--- src/rtl/uart_rx_ctrl_pkg.sv ---
// Shared types and constants for the UART receive controller.
// State encodings, data width and default timeout formerly lived in uart_defs.vh.
package uart_rx_ctrl_pkg;

  localparam int unsigned DATA_W      = 8;
  localparam int unsigned DEF_TIMEOUT = 10;

  typedef logic [DATA_W-1:0] data_t;

  typedef enum logic [1:0] {
    CTRL_OFF   = 2'd0,
    CTRL_ARMED = 2'd1,
    CTRL_FRAME = 2'd2
  } ctrl_state_e;

endpackage

--- src/rtl/uart_rx_ctrl_if.sv ---
// Host-side show-ahead handshake between the controller FIFO and its consumer.
interface uart_rx_ctrl_if;
  import uart_rx_ctrl_pkg::*;

  logic  out_valid;
  data_t out_data;
  logic  out_ready;

  modport master (output out_valid, output out_data, input out_ready);
  modport slave  (input out_valid, input out_data, output out_ready);

endinterface

--- src/rtl/uart_fifo.sv ---
// Show-ahead byte FIFO with a separate occupancy counter and synchronous flush.
module uart_fifo
  import uart_rx_ctrl_pkg::*;
#(
  parameter int unsigned DEPTH = 4
) (
  input  logic                     clk,
  input  logic                     rst_n,
  input  logic                     push,
  input  logic                     pop,
  input  logic                     flush,
  input  data_t                    din,
  output data_t                    dout,
  output logic [$clog2(DEPTH):0]   count,
  output logic                     full,
  output logic                     empty
);

  localparam int unsigned AW = $clog2(DEPTH);
  localparam int unsigned CW = AW + 1;

  logic [AW-1:0] wr_ptr_q, wr_ptr_d;
  logic [AW-1:0] rd_ptr_q, rd_ptr_d;
  logic [CW-1:0] count_q, count_d;
  data_t         mem_q [DEPTH];
  data_t         mem_d [DEPTH];
  logic          do_push, do_pop;

  assign full  = (count_q == CW'(DEPTH));
  assign empty = (count_q == '0);
  assign count = count_q;
  assign dout  = mem_q[rd_ptr_q];

  // A pop frees the slot in the same edge, so a push into a full FIFO is accepted alongside it.
  assign do_pop  = pop && !empty && !flush;
  assign do_push = push && (!full || do_pop) && !flush;

  always_comb begin
    mem_d    = mem_q;
    wr_ptr_d = wr_ptr_q;
    rd_ptr_d = rd_ptr_q;
    count_d  = count_q;
    if (flush) begin
      wr_ptr_d = '0;
      rd_ptr_d = '0;
      count_d  = '0;
    end else begin
      if (do_push) begin
        mem_d[wr_ptr_q] = din;
        wr_ptr_d        = wr_ptr_q + 1'b1;
      end
      if (do_pop) begin
        rd_ptr_d = rd_ptr_q + 1'b1;
      end
      count_d = count_q + CW'(do_push) - CW'(do_pop);
    end
  end

  always_ff @(posedge clk or negedge rst_n) begin
    if (!rst_n) begin
      wr_ptr_q <= '0;
      rd_ptr_q <= '0;
      count_q  <= '0;
      for (int unsigned i = 0; i < DEPTH; i++) begin
        mem_q[i] <= '0;
      end
    end else begin
      wr_ptr_q <= wr_ptr_d;
      rd_ptr_q <= rd_ptr_d;
      count_q  <= count_d;
      mem_q    <= mem_d;
    end
  end

endmodule

--- src/rtl/uart_rx_ctrl.sv ---
// Sequences the UART receiver, captures completed bytes on the rdy rising edge
// into a show-ahead FIFO, and flags frame timeouts and overruns.
module uart_rx_ctrl
  import uart_rx_ctrl_pkg::*;
#(
  parameter int unsigned DEPTH   = 4,
  parameter int unsigned TIMEOUT = DEF_TIMEOUT
) (
  input  logic                   clk,
  input  logic                   rst_n,
  input  logic                   enable,
  input  logic                   flush,
  input  logic                   clr_err,
  input  logic                   rx_line,
  input  logic                   rx_rdy,
  input  data_t                  rx_data,
  output logic                   rx_en,
  uart_rx_ctrl_if.master         host,
  output logic [$clog2(DEPTH):0] count,
  output logic                   overrun,
  output logic                   frame_err
);

  localparam int unsigned TW = $clog2(TIMEOUT + 1);

  ctrl_state_e   state_q, state_d;
  logic [TW-1:0] tmo_q, tmo_d;
  logic          rdy_q;
  logic          overrun_q, overrun_d;
  logic          frame_err_q, frame_err_d;
  logic          rise, push, pop, timeout, full, empty, drop;

  assign rise           = rx_rdy && !rdy_q;
  assign pop            = host.out_valid && host.out_ready;
  assign host.out_valid = !empty;
  assign drop           = push && full && !pop && !flush;
  assign overrun        = overrun_q;
  assign frame_err      = frame_err_q;

  always_comb begin
    state_d = state_q;
    tmo_d   = tmo_q;
    push    = 1'b0;
    timeout = 1'b0;
    rx_en   = 1'b0;
    unique case (state_q)
      CTRL_OFF: begin
        if (enable) state_d = CTRL_ARMED;
      end
      CTRL_ARMED: begin
        rx_en = enable;
        if (!rx_line) begin
          state_d = CTRL_FRAME;
          tmo_d   = '0;
        end
      end
      CTRL_FRAME: begin
        rx_en = enable;
        tmo_d = tmo_q + 1'b1;
        if (rise) begin
          push    = enable;
          state_d = CTRL_ARMED;
        end else if (tmo_q == TW'(TIMEOUT - 1)) begin
          timeout = enable;
          state_d = CTRL_ARMED;
        end
      end
      default: state_d = CTRL_OFF;
    endcase
    // Dropping enable discards any partial frame regardless of state.
    if (!enable) state_d = CTRL_OFF;
  end

  always_comb begin
    overrun_d   = drop || (overrun_q && !clr_err);
    frame_err_d = timeout || (frame_err_q && !clr_err);
  end

  always_ff @(posedge clk or negedge rst_n) begin
    if (!rst_n) begin
      state_q     <= CTRL_OFF;
      tmo_q       <= '0;
      rdy_q       <= 1'b0;
      overrun_q   <= 1'b0;
      frame_err_q <= 1'b0;
    end else begin
      state_q     <= state_d;
      tmo_q       <= tmo_d;
      rdy_q       <= rx_rdy;
      overrun_q   <= overrun_d;
      frame_err_q <= frame_err_d;
    end
  end

  uart_fifo #(
    .DEPTH (DEPTH)
  ) u_fifo (
    .clk   (clk),
    .rst_n (rst_n),
    .push  (push),
    .pop   (pop),
    .flush (flush),
    .din   (rx_data),
    .dout  (host.out_data),
    .count (count),
    .full  (full),
    .empty (empty)
  );

endmodule

--- src/flat_wrapper.sv ---
// flat-port wrapper written by rule: the top's interface ports become plain ports
module uart_rx_ctrl_flat import uart_rx_ctrl_pkg::*;
#(
  parameter int unsigned DEPTH   = 4,
  parameter int unsigned TIMEOUT = DEF_TIMEOUT
)
  (clk, rst_n, enable, flush, clr_err, rx_line, rx_rdy, rx_data, rx_en, count, overrun, frame_err, host_out_valid, host_out_data, host_out_ready);
  uart_rx_ctrl_if host_i ();
  input  logic clk;
  input  logic rst_n;
  input  logic enable;
  input  logic flush;
  input  logic clr_err;
  input  logic rx_line;
  input  logic rx_rdy;
  input  data_t rx_data;
  output logic rx_en;
  output logic [$clog2(DEPTH):0] count;
  output logic overrun;
  output logic frame_err;
  output wire logic [$bits(host_i.out_valid)-1:0] host_out_valid;
  output wire logic [$bits(host_i.out_data)-1:0] host_out_data;
  input wire logic [$bits(host_i.out_ready)-1:0] host_out_ready;
  assign host_out_valid = host_i.out_valid;
  assign host_out_data = host_i.out_data;
  assign host_i.out_ready = host_out_ready;
  uart_rx_ctrl #(.DEPTH(DEPTH), .TIMEOUT(TIMEOUT)) u_core (.clk(clk), .rst_n(rst_n), .enable(enable), .flush(flush), .clr_err(clr_err), .rx_line(rx_line), .rx_rdy(rx_rdy), .rx_data(rx_data), .rx_en(rx_en), .host(host_i), .count(count), .overrun(overrun), .frame_err(frame_err));
endmodule
--- config.mk ---
export PLATFORM = sky130hd
export DESIGN_NAME = uart_rx_ctrl_flat
export DESIGN_NICKNAME = d
export VERILOG_FILES = /design/src/rtl/uart_rx_ctrl_pkg.sv /design/src/rtl/uart_rx_ctrl_if.sv /design/src/rtl/uart_fifo.sv /design/src/rtl/uart_rx_ctrl.sv /design/src/flat_wrapper.sv
export SDC_FILE = /design/constraint.sdc
export NUM_CORES = 1
export LEC_CHECK = 0
export CORE_MARGIN = 2
export CORE_UTILIZATION = 49
export CTS_BUF_LIST = sky130_fd_sc_hd__clkbuf_4 sky130_fd_sc_hd__clkbuf_8 sky130_fd_sc_hd__clkbuf_16
export DETAILED_ROUTE_END_ITERATION = 6
export GPL_ROUTABILITY_DRIVEN = 1
export PLACE_DENSITY = 0.72
export SLEW_MARGIN = 20
export SYNTH_ARGS = -nofsm -noshare
export SYNTH_HDL_FRONTEND = slang
export SYNTH_SLANG_ARGS = --single-unit
--- constraint.sdc ---
create_clock -name clk -period 3.7 [get_ports clk]
set_clock_uncertainty 0.1 [all_clocks]
set_input_delay 0.555 -clock clk [delete_from_list [all_inputs] [get_ports clk]]
set_output_delay 0.555 -clock clk [all_outputs]
set_load 0.01 [all_outputs]
==> flow_results.xml <==
<?xml version="1.0" encoding="UTF-8"?>
<metrics>
  <group name="detailed_routing">
    <metric name="routed_wl" unit="um">4590</metric>
    <metric name="dr.first_iter.drc_count" unit="">71</metric>
    <metric name="wl_per_cell" unit="um">16.3</metric>
    <metric name="firstDrtPassIters" unit="">4</metric>
    <metric name="num_vias" unit="">1551</metric>
    <metric name="vias_per_cell" unit="">5.50</metric>
    <metric name="route.antenna.remaining_nets" unit="">0</metric>
    <metric name="remaining_drc_errors" unit="">0</metric>
  </group>
  <group name="yosys">
    <metric name="synth-edff-count" unit="">0</metric>
    <metric name="seq_total_area_yosys" unit="%">48.9</metric>
    <metric name="synth.avg_cell_area" unit="um2">13.6</metric>
    <metric name="synthDistinctLibCells" unit="">39</metric>
    <metric name="postSynthNetCount" unit="">209</metric>
    <metric name="ys_seq_elements" unit="">48</metric>
    <metric name="post_synth_instance_area" unit="um2">2460</metric>
    <metric name="async_flop_share" unit="%">100</metric>
    <metric name="synthesis.instances" unit="">181</metric>
    <metric name="ys_warn_count" unit="">0</metric>
    <metric name="synth_top_flop_cell" unit="">sky130_fd_sc_hd__dfrtp_1</metric>
  </group>
  <group name="sta">
    <metric name="slew-limit-headroom" unit="%">59.0</metric>
    <metric name="setup_viol_count_final" unit="">0</metric>
    <metric name="rsz0062_at_grt" unit="">false</metric>
    <metric name="max_clock_freq" unit="GHz">0.354</metric>
    <metric name="finalWorstPathRequiredPeriod" unit="ps">2830</metric>
    <metric name="setup_total_negative_slack" unit="ps">0</metric>
    <metric name="slew_at_the_pin_with_the_worst_max_slew_slack" unit="ps">615</metric>
    <metric name="final-hold-violation-count" unit="">0</metric>
    <metric name="report.final.slew_viol_count" unit="">0</metric>
    <metric name="final.setup.worst_slack" unit="ps">874</metric>
    <metric name="min_period_over_period" unit="%">76.4</metric>
  </group>
  <group name="placement">
    <metric name="portbufs" unit="">30</metric>
    <metric name="number_of_placed_instances_taps_included" unit="">274</metric>
    <metric name="hpwl_after_dpl" unit="um">3380</metric>
    <metric name="place_congestion" unit="">0.822</metric>
    <metric name="post_placement_setup_slack" unit="ps">632</metric>
  </group>
  <group name="run_status">
    <metric name="result_of_the_run" unit="">finished, final reports clean</metric>
  </group>
  <group name="final_layout">
    <metric name="antenna-diode-count" unit="">0</metric>
    <metric name="final_core_utilization" unit="%">61.0</metric>
    <metric name="syn2layout_area_growth" unit="%">18.8</metric>
    <metric name="instances_no_fill" unit="">282</metric>
    <metric name="share_of_post_route_cells_with_drive_strength_above_1" unit="%">27.9</metric>
    <metric name="nets" unit="">242</metric>
  </group>
  <group name="clocking">
    <metric name="cts_num_sinks" unit="">48</metric>
    <metric name="numCtsBuffers" unit="">5</metric>
    <metric name="worst_setup_hold_path_clk_slew" unit="ps">90</metric>
    <metric name="htree_num_levels" unit="">2</metric>
    <metric name="cts-root-to-sink-buffers" unit="">2</metric>
    <metric name="cts_tree" unit="">built</metric>
    <metric name="count_of_cells_resized_by_post_cts_repair" unit="">0</metric>
    <metric name="holdBufCountCts" unit="">0</metric>
    <metric name="clkLatencyLatePin" unit="ps">290</metric>
    <metric name="post-cts-setup-buffer-count" unit="">0</metric>
    <metric name="clk_root_buffer_cell" unit="">sky130_fd_sc_hd__clkbuf_8</metric>
  </group>
  <group name="global_route">
    <metric name="grt-ovfl-total" unit="">0</metric>
    <metric name="grt_usage" unit="%">18.8</metric>
    <metric name="maximum_number_of_pins_on_one_net_before_global_route_repair" unit="">49</metric>
    <metric name="grt_pass1_wl" unit="um">7680</metric>
    <metric name="grt_antenna_before_repair" unit="">0</metric>
    <metric name="first_global_vias" unit="">1675</metric>
  </group>
  <group name="critical_path">
    <metric name="endpoint_kind" unit="">register</metric>
    <metric name="r2r_end" unit="">u_core.u_fifo.count[2]</metric>
    <metric name="first_element_of_the_critical_path" unit="">u_core.u_fifo.count[1]</metric>
    <metric name="worst_setup_path_start_kind" unit="">register</metric>
    <metric name="reg2reg_depth" unit="">10</metric>
    <metric name="worst_ep_required_time" unit="ps">3810</metric>
    <metric name="timing.setup.critical_path_class" unit="">register to register</metric>
    <metric name="timing.rr.start" unit="">u_core.u_fifo.count[1]</metric>
    <metric name="crit_path_max_fanout" unit="">8</metric>
    <metric name="timing.critical_path.to" unit="">u_core.u_fifo.count[2]</metric>
    <metric name="regToRegSetupSlack" unit="ps">870</metric>
    <metric name="worstPathArrival" unit="ps">2940</metric>
  </group>
  <group name="floorplan">
    <metric name="placement_rows" unit="">25</metric>
    <metric name="io_pins" unit="">31</metric>
    <metric name="chipWidth" unit="um">74.8</metric>
    <metric name="fp.coreArea" unit="um2">4790</metric>
    <metric name="die-area" unit="um2">5600</metric>
    <metric name="floorplan.initialDensity" unit="%">51.3</metric>
    <metric name="die_h" unit="um">74.8</metric>
  </group>
  <group name="min_path">
    <metric name="worst_hold_check_path_type" unit="">input port to async pin</metric>
  </group>
  <group name="power_and_ir_drop">
    <metric name="leakage" unit="nW">1.31</metric>
    <metric name="vdd.ir_drop.worst" unit="V">0.000231</metric>
    <metric name="power.density_cell_area" unit="nW/um2">456</metric>
  </group>
  <group name="run">
    <metric name="max-cap-violations" unit="">0</metric>
  </group>
</metrics>
## Yosys cell counts, drive strengths merged, types with 2 or more instances
cell type,count,area [um2]
nor2,9,33.8
dfrtp,48,1200
clkbuf,3,12.5
mux2,34,383
nor2b,3,18.8
mux4,8,180
nand3,5,25.0
ha,11,138
and2,3,18.8
xor2,3,26.3
o211ai,3,22.5
nor3,2,10.0
o31ai,3,22.5
nand4,2,12.5
nand2,5,18.8
inv,9,33.8
o21ai,4,20.0
o2111ai,5,114
or3b,2,17.5
buf,4,26.3
## registers in the layout, indices dropped and copies added (netlist names)
signal and cells:
u_core.overrun 1, u_core.u_fifo.count 3, u_core.rdy_q 1, u_core.u_fifo.mem_q 32, u_core.u_fifo.wr_ptr_q 2, u_core.frame_err 1
u_core.state_q 2, u_core.tmo_q 4, u_core.u_fifo.rd_ptr_q 2
## layout make-up
| class | count | area (um2) |
|---|---|---|
| fill | 375 | 1870 |
| sequential | 48 | 1200 |
| multi-input combinational | 116 | 1180 |
| timing repair buffer | 33 | 320 |
| tap | 67 | 83.8 |
| clock buffer | 6 | 82.6 |
| inverter | 10 | 37.5 |
| clock inverter | 2 | 13.8 |
## layout by cell type, fill, tap and decap left out, drive strengths merged, types with 5 or more instances in the layout
cell type,instances
dfrtp,48
mux2,34
clkdlybuf4s50,29
ha,11
inv,10
nor2,9
mux4,8
clkbuf,6
nand2,5
nand3,5
o2111ai,5
## routing by layer
metal / track usage [%] / routed length, um / part of all wire (%) / up-vias
met3: 2.95 / 130 / 2.8 / 6
met2: 35.0 / 2480 / 54 / 31
met1: 21.3 / 1930 / 42 / 777
li1: - / - / - / 737
met5: 0 / 0 / 0 / -
met4: 7.74 / 60 / 1.3 / 0
## worst max-delay path, cell delays in order (launching register included)
cell and delay (ps):
sky130_fd_sc_hd__dfrtp_1 470, sky130_fd_sc_hd__or3b_1 600, sky130_fd_sc_hd__o211ai_1 250, sky130_fd_sc_hd__ha_1 250, sky130_fd_sc_hd__inv_1 50, sky130_fd_sc_hd__ha_1 120, sky130_fd_sc_hd__inv_1 40, sky130_fd_sc_hd__fa_1 380
sky130_fd_sc_hd__xor2_1 170, sky130_fd_sc_hd__and2_1 170, sky130_fd_sc_hd__nor3_1 120
## power breakdown
group | switching (mW) | total (mW) | leakage [nW] | internal, mW
clock | 0.171 | 0.323 | 0.0516 | 0.153
combinational | 0.161 | 0.364 | 0.597 | 0.203
sequential | 0.0709 | 0.644 | 0.661 | 0.573
## logic make-up (layout without fill, tap and decap cells)
group / after synthesis / after routing / share of synthesized area [%]
buffers and inverters: 17 / 51 / 3.11
XOR/XNOR: 3 / 3 / 1.07
multiplexers: 42 / 42 / 22.9
AND/OR/NAND/NOR: 36 / 36 / 7.79
flip-flops: 48 / 48 / 48.9
AO/OA/AOI/OAI: 23 / 23 / 9.83
adder cells (fa/ha/maj): 12 / 12 / 6.42
## worst min path at each step
stage                           start                      end  slack (ps)  cells after the start
2_1_floorplan                   rst_n         u_core.frame_err         160                      0
3_3_place_gp   u_core.u_fifo.mem_q[3]   u_core.u_fifo.mem_q[3]         380                      1
3_5_place_dp   u_core.u_fifo.mem_q[0]   u_core.u_fifo.mem_q[0]         390                      1
4_1_cts                         rst_n   u_core.u_fifo.mem_q[1]         370                      1
5_1_grt                         rst_n  u_core.u_fifo.mem_q[30]         200                      1
6_report                        rst_n   u_core.u_fifo.count[2]         160                      1
## stage by stage
step / cell area (um2) / hold slack, ps / power, mW
finish: 2920 / 163 / 1.33
global route: 2920 / 201 / 1.41
CTS: 2920 / 366 / 1.35
detailed placement: 2820 / 392 / 1.02
global placement: 2820 / 382 / 0.999
floorplan: 2460 / 159 / 0.866
(Power assumes the default switching activity.)
